<file path="config.mk">
export PLATFORM = sky130hd
export DESIGN_NAME = bit_serializer
export DESIGN_NICKNAME = d
export VERILOG_FILES = /design/src/rtl/bit_serializer_pkg.sv /design/src/rtl/bit_serializer_hold.sv /design/src/rtl/bit_serializer.sv
export SDC_FILE = /design/constraint.sdc
export NUM_CORES = 1
export LEC_CHECK = 0
export CORE_MARGIN = 2
export CORE_UTILIZATION = 58
export DETAILED_ROUTE_END_ITERATION = 7
export PLACE_DENSITY = 0.93
export SLEW_MARGIN = 20
export SYNTH_ARGS = -nofsm -noshare
export SYNTH_HDL_FRONTEND = slang
export SYNTH_HIERARCHICAL = 1
export SYNTH_SLANG_ARGS = --single-unit
</file>
<file path="constraint.sdc">
create_clock -name clk -period 2.6 [get_ports clk]
set_input_delay 0.52 -clock clk [delete_from_list [all_inputs] [get_ports clk]]
set_output_delay 0.52 -clock clk [all_outputs]
set_load 0.005 [all_outputs]
</file>
<file path="src/rtl/bit_serializer_pkg.sv">
// Shared types and constants for the bit serializer.
// Optional trailing even-parity bit is enabled by defining BIT_SERIALIZER_PARITY_EN.
package bit_serializer_pkg;

    localparam int WIDTH_DEFAULT = 8;

`ifdef BIT_SERIALIZER_PARITY_EN
    typedef enum logic [1:0] {
        IDLE   = 2'd0,
        SHIFT  = 2'd1,
        PARITY = 2'd2
    } state_t;
`else
    typedef enum logic [1:0] {
        IDLE  = 2'd0,
        SHIFT = 2'd1
    } state_t;
`endif

endpackage

</file>
<file path="src/rtl/bit_serializer_hold.sv">
// Single-entry holding register for the word queued behind the one being shifted.
// Owns the full flag and the load_ready handshake seen by the producer.
module bit_serializer_hold
    import bit_serializer_pkg::*;
#(
    parameter int WIDTH = WIDTH_DEFAULT
) (
    input  logic             clk,
    input  logic             rst,
    input  logic [WIDTH-1:0] data_in,
    input  logic             push,
    input  logic             pop,
    output logic [WIDTH-1:0] hold_data,
    output logic             hold_full,
    output logic             load_ready
);

    // push and pop never coincide: push needs an empty hold, pop needs a full one
    always_ff @(posedge clk) begin
        if (rst) begin
            hold_data <= '0;
            hold_full <= 1'b0;
        end else if (push) begin
            hold_data <= data_in;
            hold_full <= 1'b1;
        end else if (pop) begin
            hold_full <= 1'b0;
        end
    end

    assign load_ready = !hold_full && !rst;

endmodule

</file>
<file path="src/rtl/bit_serializer.sv">
// MSB-first parallel-to-serial converter with a one-word holding register.
// Define BIT_SERIALIZER_PARITY_EN to append an even-parity bit to every word.
module bit_serializer
    import bit_serializer_pkg::*;
#(
    parameter int WIDTH = WIDTH_DEFAULT
) (
    input  logic             clk,
    input  logic             rst,
    input  logic [WIDTH-1:0] data_in,
    input  logic             load_valid,
    output logic             load_ready,
    output logic             ser_out,
    output logic             ser_valid,
    output logic             word_done
);

    localparam int            CW   = $clog2(WIDTH + 1);
    localparam logic [CW-1:0] LAST = CW'(WIDTH - 1);

    state_t           state, next_state;
    logic [CW-1:0]    count, next_count;
    logic [WIDTH-1:0] shift_reg, next_shift, rotated, hold_data;
    logic             hold_full, hold_push, hold_pop;
    logic             accept, last_bit, frame_end;

    bit_serializer_hold #(.WIDTH(WIDTH)) u_hold (
        .clk       (clk),
        .rst       (rst),
        .data_in   (data_in),
        .push      (hold_push),
        .pop       (hold_pop),
        .hold_data (hold_data),
        .hold_full (hold_full),
        .load_ready(load_ready)
    );

    assign accept   = load_valid && load_ready;
    assign last_bit = (state == SHIFT) && (count == LAST);
    // Rotating keeps the whole word intact, so its XOR is still available for parity
    assign rotated  = {shift_reg[WIDTH-2:0], shift_reg[WIDTH-1]};

`ifdef BIT_SERIALIZER_PARITY_EN
    assign frame_end = (state == PARITY);
`else
    assign frame_end = last_bit;
`endif

    always_ff @(posedge clk) begin
        if (rst) begin
            state     <= IDLE;
            count     <= '0;
            shift_reg <= '0;
        end else begin
            state     <= next_state;
            count     <= next_count;
            shift_reg <= next_shift;
        end
    end

    // At a frame boundary the held word wins; otherwise a fresh word bypasses hold
    always_comb begin
        next_state = state;
        next_count = count;
        next_shift = shift_reg;
        hold_push  = 1'b0;
        hold_pop   = 1'b0;
        if (frame_end) begin
            next_count = '0;
            if (hold_full) begin
                next_state = SHIFT;
                next_shift = hold_data;
                hold_pop   = 1'b1;
            end else if (accept) begin
                next_state = SHIFT;
                next_shift = data_in;
            end else begin
                next_state = IDLE;
            end
        end else begin
            case (state)
                IDLE: begin
                    if (accept) begin
                        next_state = SHIFT;
                        next_shift = data_in;
                        next_count = '0;
                    end
                end
                SHIFT: begin
                    next_shift = rotated;
                    next_count = count + 1'b1;
                    hold_push  = accept;
`ifdef BIT_SERIALIZER_PARITY_EN
                    if (last_bit) begin
                        next_state = PARITY;
                    end
`endif
                end
                default: next_state = IDLE;
            endcase
        end
    end

    assign ser_valid = !rst && (state != IDLE);
    assign word_done = !rst && frame_end;

    always_comb begin
        ser_out = 1'b0;
        if (ser_valid) begin
            ser_out = shift_reg[WIDTH-1];
`ifdef BIT_SERIALIZER_PARITY_EN
            if (state == PARITY) begin
                ser_out = ^shift_reg;
            end
`endif
        end
    end

endmodule

</file>
**Word-level counts from Yosys, hierarchy flattened**

Cells that the tools add are included.
Widths: inputs -> output; s select.

- Flip-flop bits (word level): 23
- Input port bits: 11
- Output and inout bits: 4

- Add/sub/neg operators: 1
- Eq/ne operators: 5
- Muxes and demuxes: 18
- Reductions and logical operators: 15

Operators by type and width:

| cell | count |
|---|---|
| $mux 8 | 3 |
| $pmux 8 s2 | 1 |
| $mux 1 | 9 |
| $pmux 4 s2 | 1 |
| $reduce_bool 2->1 | 3 |
| $logic_and 1x1->1 | 5 |
| $add 4x1->4 const B | 1 |
| $eq 4x3->1 const B | 1 |
| $mux 2 | 2 |
| $mux 4 | 1 |
| $ne 2x2->1 const B | 2 |
| $pmux 2 s2 | 1 |
| $reduce_and 2->1 | 2 |
| $ne 3x3->1 const B | 1 |
| $reduce_bool 3->1 | 1 |
| $eq 2x1->1 const B | 1 |
| $logic_not 1->1 | 2 |
| $logic_not 2->1 | 1 |
| $reduce_or 2->1 | 1 |

**Longest topological paths before layout**

Gate-level depths: netlist (run 1).

- Depth after elaboration: 6
- Mapped depth: 8
- Gate-level depth less buffers: 6

**Hierarchy**

The synthesis (run 1) kept the hierarchy.

Modules (own cells, without submodules):

| module | times used | cells each | area an instance (um^2) |
|---|---|---|---|
| bit_serializer | 1 | 108 | 894.6 |
| bit_serializer_hold | 1 | 31 | 325.3 |

**Worst setup path before layout (run 1)**

Ideal clock, no wire load.

- Path type: input port to flip-flop
- Start: input rst
- End: register u_hold.hold_data[0]
- Library setup time: 117 ps
- Arrival time: 1801 ps
- Data required time: 2483 ps
- Path slack: 681 ps
- Stages: 8
- Path buffers: 3
- Cell sequence: buf_2 nor2_1 buf_2 nand2_1 nor2_1 buf_6 mux2i_1 nor2_1

- Cells in the longest elaborated chain, start to end: 5

RTL lines:

| element | line | RTL |
|---|---|---|
| start: declaration | bit_serializer.sv:9 | `input logic rst,` |
| $logic_not 1->1 | bit_serializer_hold.sv:31 | `assign load_ready = !hold_full && !rst;` |
| $logic_and 1x1->1 | bit_serializer_hold.sv:31 |  |
| via load_ready | bit_serializer.sv:12 | `output logic load_ready,` |
| $logic_and 1x1->1 | bit_serializer.sv:38 | `assign accept = load_valid && load_ready;` |
| $mux 1 | bit_serializer.sv:81 | `case (state)` |
| $mux 1 | bit_serializer.sv:68 | `if (frame_end) begin` |
| via hold_push | bit_serializer.sv:24 | `logic hold_full, hold_push, hold_pop;` |
| end signal: assignment | bit_serializer_hold.sv:24 | `hold_data <= data_in;` |
| end: declaration | bit_serializer_hold.sv:13 | `output logic [WIDTH-1:0] hold_data,` |

The timed path passes the listed nets, and every way through them passes these cells.
A chain may end at the register's enable or synchronous reset.

**Worst setup path in the final report (run 1)**

- Start: register count[1]
- End: output word_done

- Cells in the longest elaborated chain, start to end: 3

RTL lines:

| element | line | RTL |
|---|---|---|
| start: declaration | bit_serializer.sv:22 | `logic [CW-1:0] count, next_count;` |
| start signal: assignment | bit_serializer.sv:56 | `count <= next_count;` |
| $eq 4x3->1 | bit_serializer.sv:39 | `assign last_bit = (state == SHIFT) && (count == LAST);` |
| $logic_and 1x1->1 | bit_serializer.sv:39 |  |
| $logic_and 1x1->1 | bit_serializer.sv:105 | `assign word_done = !rst && frame_end;` |
| end: declaration | bit_serializer.sv:15 | `output logic word_done` |

No other way between the ends.

==> results.yml, run 1 <==
run_status:
  status: "finished, final reports clean"
grt:
  gr-total-overflow: 0
  grt_pass1_wl_mm: 4.795
  first_global_vias: 1063
  antenna_found_initial: 0
  track_usage: 0.2510
  grt_max_degree: 20
layout:
  layout.cells.most_common_list: "dfxtp_1 (22), nor2_1 (19), clkdlybuf4s50_1 (14)"
  insertedDiodeCount: 0
  area_delta_synth_final_pct: 18.87
  nets: 170
  drive_gt1_frac: 0.1656
  final_common_cell: "dfxtp_1"
synth:
  synth_seq_cells: 22
  syn_area_um2: 1220
  synth_area_leader_cell: "dfxtp_1"
  synth_edf_count: 0
  seq_area_frac_synth: 0.3610
  synth_flop_cell: "dfxtp_1"
  yosysTopAreaCellShare: 0.3610
  avgSynthCellArea_um2: 8.776
  synth_cell_type_count: 29
  ys_top_cells_by_area: "dfxtp_1 (36%), o221ai_2 (9.8%), mux2i_1 (6.6%), nor2_1 (5.8%), nand3_1 (4.9%)"
  synth_warnings: 6
  synth_cells: 139
  synthArstFlopShare: 0
  syn_nets: 151
timing:
  hold_violations: 0
  worst_pin_slew_ns: 0.3714
  rsz0062_at_grt: "false"
  period_needed_ns: 2.481
  clock.fmax_mhz: 403.0
  fin_skew_ns: 0.01113
  fin_tns_setup_ns: 0
  setup_viol_count_final: 0
  min_period_over_period: 0.9543
  drv_slew: 0
  maxSlewHeadroom: 0.7503
die:
  core-area_um2: 1982
  die_area_um2: 2486
  die_x_um: 49.86
  ios: 15
  die_h_um: 49.86
  rows: 16
  start_util: 0.6155
drt:
  via_per_inst: 5.967
  vias: 1098
  antenna_left: 0
  first_iter_violations: 37
  drt_wl_total_mm: 2.741
  dr.pass1.iters: 4
  wl_per_cell_um: 14.90
  drc: 0
clock_network:
  holdBufCountCts: 0
  cts_resized: 0
  cts_tree: "yes"
  clk_path_buf_depth: 2
  clk_pin_slew_ns: 0.13
  cts_setup_buffers: 0
  htreeDepth: 1
  clock_latency_ns: 0.32
  cts_buffers: 3
  cts-root-buf: "clkbuf_4"
  cts.sinks: 22
setup_path:
  r2r_slack_ns: 0.88
  required_ns: 2.08
  reg2regPathDepth: 8
  rr_endpoint: "u_hold/hold_data[7]$_SDFFE_PP0P_"
  crit_fanout: 3
  worst_setup_path_end_kind: "primary output"
  crit_path_start_kind: "register"
  cp.arrival_ns: 1.96
  critPathKind: "register to primary output"
  r2r_start: "count[0]$_SDFFE_PP0P_"
place:
  hpwl_mm: 1.967
  gp_congestion: 0.8723
  io_buffers: 14
pwr:
  leakagePower_uw: 0.0005504
  power_density_nw_per_um2: 457.2
  power_uw: 663.0
  ir_drop_mv: 0.3960
worst_hold_path:
  min_path_type: "register to register"
  min_to: "count[0]$_SDFFE_PP0P_"
  hp-start: "count[0]$_SDFFE_PP0P_"
  holdPathStages: 2
run:
  max_cap_viol_count: 0
==> routing by layer <==
layer	up-vias	track usage	share of wire
met3	6	0.03939	0.057
met2	45	0.4178	0.50
met4	0	0.1111	0.015
met5	-	0	0
li1	538	-	-
met1	509	0.3182	0.42
==> worst max-delay path by stage <==
stage / startpoint / end
2_1_floorplan: rst / u_hold/hold_data[0]$_SDFFE_PP0P_
3_3_place_gp: rst / word_done
3_5_place_dp: rst / word_done
4_1_cts: count[1]$_SDFFE_PP0P_ / word_done
5_1_grt: count[0]$_SDFFE_PP0P_ / word_done
6_report: count[1]$_SDFFE_PP0P_ / word_done
==> final cells by class <==
class | count | area (um^2)
Sequential cell | 22 | 440.4
Tap cell | 27 | 33.78
Fill cell | 141 | 531.8
Multi-Input combinational cell | 103 | 709.4
Timing Repair Buffer | 24 | 215.2
Inverter | 4 | 15.01
Clock buffer | 4 | 36.28
==> critical path, cell delays in order, from the launching register on <==
cell and delay (ns):
dfxtp_1 0.39, ha_1 0.26, nand3b_4 0.10, or3_1 0.36
inv_2 0.06, clkdlybuf4s50_1 0.49
==> cells by family after synthesis <==
group / count (synthesis) / synth area share
AO/OA/AOI/OAI: 34 / 0.2441
adder cells (fa/ha/maj): 1 / 0.01025
buffers and inverters: 14 / 0.05743
flip-flops: 22 / 0.3610
multiplexers: 8 / 0.06564
AND/OR/NAND/NOR: 60 / 0.2616
==> metrics by stage <==
step / utilization / cell area, um^2 / setup WS (ns) / hold slack [ns] / cells
final: 0.7317 / 1450 / 0.1189 / 0.5017 / 184
after global routing: 0.7317 / 1450 / 0.03456 / 0.5408 / 184
after CTS: 0.7317 / 1450 / 0.09828 / 0.5058 / 184
after detailed placement: 0.7134 / 1414 / 0.1055 / 0.4818 / 180
after global placement: 0.7134 / 1414 / 0.1285 / 0.4651 / 180
after floorplan: - / 1220 / 0.6815 / 0.4511 / 139
==> synth_stat cells, types with 3 or more instances <==
cell,n
nand2_1,5
o221ai_2,8
clkbuf_1,3
a21boi_1,8
nand3_1,12
a21oi_1,6
inv_1,3
o31ai_1,8
and3_1,8
mux2i_1,8
nor2_1,19
buf_2,5
dfxtp_1,22
nand2b_1,9
==> power by group <==
group	switching [uW]	total (uW)	internal, uW
Clock	107	193	85.6
Sequential	6.66	356	349
Combinational	60.3	114	54.1
No activity file was read; power rests on OpenSTA's default activity.
==> run 2, diff against run 1 <==
- CORE_MARGIN: 2 -> default
==> run 2 against run 1 <==
Net effect:
- sequential share of layout area is 0.62 points higher
- total power shrank 6.0%
- worst setup slack gained 0.0029 ns
- clock skew down 0.0087 ns
- non-clock buffer count is 2 lower
- clock power is 19% lower
- core utilization shrank 0.53 points
- critical path depth decreased by 1
- wire length rose by 0.40%
- combinational power is 5% lower
==> results.yml, run 2 (synthesized netlist as in run 1, its figures left out) <==
layout:
  utilization: 0.7264
  drive_gt1_frac: 0.1623
  fin_cells: 181
  final_common_cell: "dfxtp_1"
  layout.cells.most_common_list: "dfxtp_1 (21), nor2_1 (19), clkdlybuf4s50_1 (14)"
  area_delta_synth_final_pct: 16.82
  nets: 168
  fin_area_um2: 1425
  insertedDiodeCount: 0
clock_network:
  clk_pin_slew_ns: 0.12
  clk_path_buf_depth: 2
  cts-root-buf: "clkbuf_4"
  holdBufCountCts: 0
  cts_buffers: 3
  cts.sinks: 22
  htreeDepth: 1
  clock_latency_ns: 0.31
  cts_tree: "yes"
timing:
  rsz0062_at_grt: "false"
  setup_viol_count_final: 0
  worst_pin_slew_ns: 0.6038
  hold_violations: 0
  fin_tns_setup_ns: 0
  drv_slew: 0
  min_period_over_period: 0.9532
  period_needed_ns: 2.478
  clock.fmax_mhz: 403.5
  maxSlewHeadroom: 0.5962
  fin_skew_ns: 0.002470
drt:
  drt_wl_total_mm: 2.752
  dr.pass1.iters: 4
  antenna_left: 0
  drc: 0
  via_per_inst: 6.011
  first_iter_violations: 40
  vias: 1088
  wl_per_cell_um: 15.20
setup_path:
  reg2regPathDepth: 7
  critPathKind: "register to primary output"
  r2r_start: "u_hold/hold_full$_SDFFE_PP0P_"
  rr_endpoint: "u_hold/hold_data[6]$_SDFFE_PP0P_"
  cp.arrival_ns: 1.96
  crit_path_start_kind: "register"
  crit_fanout: 12
  r2r_slack_ns: 1.01
  required_ns: 2.08
  worst_setup_path_end_kind: "primary output"
pwr:
  ir_drop_mv: 0.2913
  leakagePower_uw: 0.0005294
  p_sw_frac: 0.2698
  p_int_uw: 454.9
  p_comb_frac: 0.174
  p_switching_uw: 168.0
  power.share.sequential: 0.576
  clkPwrFrac: 0.250
  power_density_nw_per_um2: 437.1
grt:
  gr-total-overflow: 0
  grt_pass1_wl_mm: 4.202
  antenna_found_initial: 0
  first_global_vias: 976
  grt_max_degree: 20
  track_usage: 0.2639
die:
  die_x_um: 47.86
  die_area_um2: 2291
  die_h_um: 47.86
  core-area_um2: 1962
  ios: 15
  start_util: 0.6218
  rows: 16
place:
  hpwl_mm: 1.954
  placed_cells: 176
  gp_congestion: 0.8230
  postPlaceCellArea_um2: 1384
  io_buffers: 14
worst_hold_path:
  min_to: "count[0]$_SDFFE_PP0P_"
  holdPathStages: 2
  min_path_type: "register to register"
  hp-start: "count[0]$_SDFFE_PP0P_"
run_status:
  status: "finished, final reports clean"
run:
  max_cap_viol_count: 0
[run 2: cell types whose count changed in the layout (fill, tap and decap cells not counted), sizes merged]
cell and change:
buf -2, clkbuf -1
[run 2: final cells by class]
cell class | instances | area, um^2
multi-input combinational | 103 | 711.9
fill | 166 | 536.8
sequential | 22 | 441.7
timing repair buffer | 22 | 200.2
tap | 27 | 33.78
clock buffer | 3 | 22.52
inverter | 4 | 15.01
[run 2: worst max-delay path: stages (launching register included)]
cell             delay, ns
dfxtp_1               0.55
inv_1                 0.13
or3_1                 0.42
inv_2                 0.06
clkdlybuf4s50_1       0.49
[run 2: worst max path at each step]
| stage | startpoint | endpoint | slack [ns] | cells past startpoint |
|---|---|---|---|---|
| 6_report | state[0]$_SDFFE_PP0P_ | word_done | 0.12 | 4 |
| 5_1_grt | state[0]$_SDFFE_PP0P_ | word_done | 0.004 | 4 |
| 4_1_cts | count[0]$_SDFFE_PP0P_ | word_done | 0.02 | 5 |
| 3_5_place_dp | rst | word_done | 0.17 | 4 |
| 3_3_place_gp | rst | word_done | 0.17 | 4 |
| 2_1_floorplan | rst | u_hold/hold_data[0]$_SDFFE_PP0P_ | 0.68 | 8 |
[run 2: layer usage]
| metal | vias up | wire [um] | track usage |
|---|---|---|---|
| met2 | 41 | 1385 | 0.4324 |
| met1 | 510 | 1199 | 0.3424 |
| met5 | - | 0 | 0 |
| met3 | 6 | 123 | 0.02642 |
| met4 | 0 | 44 | 0.1333 |
| li1 | 531 | - | - |
[run 2: through the flow]
stage	power, uW	hold WS, ns	setup WS [ns]
global route	651.0	0.5050	0.004111
floorplan	434.6	0.4511	0.6815
finish	622.9	0.4855	0.1218
detailed placement	473.0	0.4736	0.1703
global placement	467.8	0.4667	0.1724
CTS	624.5	0.5051	0.01797
[run 2: timing repair]
item | CTS | global route
resized for setup | 1 | 1
setup endpoints to repair | 1 | 1
setup buffers | 0 | 2
[run 2: power by group through the flow]
stage | Clock (uW) | Sequential, uW | Combinational, uW
after global placement | 0 | 365 | 102
after floorplan | 0 | 362 | 72.3
after CTS | 159 | 359 | 107
after detailed placement | 0 | 366 | 107
final | 156 | 359 | 108
after global routing | 173 | 361 | 117
==> run 3, diff against run 2 <==
- CORE_UTILIZATION: 58 -> 54
- PLACE_DENSITY: 0.93 -> 0.88
- clock period: 2.6 -> 2.55 ns (I/O delays scaled with it)
==> run 3 against run 2 <==
Net effect:
- sequential power grew 2%
- largest power group unchanged
- non-clock buffer count grew 3
- die area grew 7.1%
- highest routed layer unchanged
- hold slack is essentially flat
- largest cell class unchanged
==> results.yml, run 3 (synthesized netlist as in run 1, its figures left out) <==
timing:
  rsz0062_at_grt: "false"
  clock.fmax_mhz: 406.3
  setup_viol_count_final: 0
  maxSlewHeadroom: 0.8078
  worst_pin_slew_ns: 0.2858
  period_needed_ns: 2.461
  fin_skew_ns: 0.007138
  hold_violations: 0
  hold_ws_ns: 0.4857
  min_period_over_period: 0.9651
  fin_tns_setup_ns: 0
  drv_slew: 0
layout:
  drive_gt1_frac: 0.1847
  layout.cells.most_common_list: "dfxtp_1 (20), nor2_1 (19), clkdlybuf4s50_1 (14)"
  final_common_cell: "dfxtp_1"
  insertedDiodeCount: 0
  nets: 171
  utilization: 0.7096
  area_delta_synth_final_pct: 18.77
setup_path:
  reg2regPathDepth: 8
  r2r_slack_ns: 0.95
  worst_setup_path_end_kind: "primary output"
  crit_start: "rst"
  cp_slowest_cell: "clkdlybuf4s50_1"
  crit_chain: "clkdlybuf4s50_1 > or3_1 > inv_2 > clkdlybuf4s50_1"
  path_common_cell: "clkdlybuf4s50_1"
  r2r_start: "count[1]$_SDFFE_PP0P_"
  worst-path-buf-inv: 3
  cp.arrival_ns: 1.95
  rr_endpoint: "u_hold/hold_data[1]$_SDFFE_PP0P_"
  critPathKind: "input port to primary output"
  crit_path_start_kind: "input port"
  crit_fanout: 4
  required_ns: 2.04
  critPathTopFamily: "buffers and inverters"
  critPathMaxStageDelay_ns: 0.49
clock_network:
  htreeDepth: 1
  cts_tree: "yes"
  clk_path_buf_depth: 2
  cts.sinks: 22
  clock_latency_ns: 0.31
  clk_pin_slew_ns: 0.11
  cts_buffers: 3
  cts-root-buf: "clkbuf_4"
drt:
  drc: 0
  dr.pass1.iters: 4
  wl_per_cell_um: 14.53
  antenna_left: 0
  vias: 1112
  via_per_inst: 6.043
  first_iter_violations: 15
  drt_wl_total_mm: 2.673
pwr:
  clkPwrFrac: 0.249
  power.share.sequential: 0.575
  leakagePower_uw: 0.0005447
  p_switching_uw: 171.2
  p_comb_frac: 0.175
  ir_drop_mv: 0.3156
  p_int_uw: 466.6
  p_sw_frac: 0.2684
  power_density_nw_per_um2: 440.2
worst_hold_path:
  min_path_type: "register to register"
  min_to: "count[0]$_SDFFE_PP0P_"
  hp-start: "count[0]$_SDFFE_PP0P_"
  holdPathStages: 2
grt:
  grt_max_degree: 20
  gr-total-overflow: 0
  track_usage: 0.2345
  grt_pass1_wl_mm: 4.464
  antenna_found_initial: 0
  first_global_vias: 1017
die:
  rows: 16
  die_x_um: 49.53
  core-area_um2: 2042
  start_util: 0.5974
  ios: 15
  die_h_um: 49.53
  die_area_um2: 2453
place:
  gp_congestion: 0.8109
  hpwl_mm: 1.925
  io_buffers: 14
run_status:
  status: "finished, final reports clean"
run:
  max_cap_viol_count: 0
## run 3: worst max-delay path by stage
stage | to | slack (ns) | cells after the start
floorplan | u_hold/hold_data[0]$_SDFFE_PP0P_ | 0.64 | 8
global placement | word_done | 0.13 | 4
detailed placement | word_done | 0.10 | 4
CTS | word_done | 0.002 | 5
global route | word_done | 0.04 | 5
finish | word_done | 0.09 | 4
## run 3: layout make-up
| type | count | area [um^2] |
|---|---|---|
| well taps | 27 | 33.78 |
| inverters | 4 | 15.01 |
| repair buffers | 25 | 222.7 |
| multi-input cells | 103 | 711.9 |
| clock buffers | 3 | 22.52 |
| fillers | 177 | 593.1 |
| flip-flops and latches | 22 | 442.9 |
## run 3: through the flow
step           std cells  instance area, um^2  worst slack, ns  total power (uW)
2_1_floorplan        139                 1220           0.6415             443.1
3_3_place_gp         179                 1406           0.1258             481.0
3_5_place_dp         179                 1406           0.1029             484.5
4_1_cts              182                 1433         0.001500             640.5
5_1_grt              184                 1449          0.04320             672.2
6_report             184                 1449          0.08900             637.7
## run 3: layer usage
layer | vias to the layer above | track usage | routed length [um]
li1 | 539 | - | -
met1 | 536 | 0.2939 | 1185
met2 | 35 | 0.4054 | 1323
met3 | 2 | 0.06481 | 154
met4 | 0 | 0.03333 | 10
met5 | - | 0 | 0
## run 3: worst register-to-register path: cells and delay by family, from the launching register on
family | cells | cell delay (ns)
mux | 1 | 0.21
buf+inv | 2 | 0.38
flops | 1 | 0.35
simple gates | 4 | 0.35
fa+ha+maj | 1 | 0.20
## run 3: power by group through the flow
| stage | Clock, uW | Sequential (uW) | Combinational [uW] |
|---|---|---|---|
| global route | 181 | 368 | 122 |
| global placement | 0 | 373 | 108 |
| floorplan | 0 | 369 | 73.7 |
| CTS | 163 | 366 | 111 |
| finish | 159 | 367 | 112 |
| detailed placement | 0 | 374 | 111 |
## run 3: repair_timing
item	4_1_cts	5_1_grt
hold buffers	0	0
setup endpoints to repair	1	1
gates resized for setup	2	1
buffers inserted	0	2
gates cloned	0	0
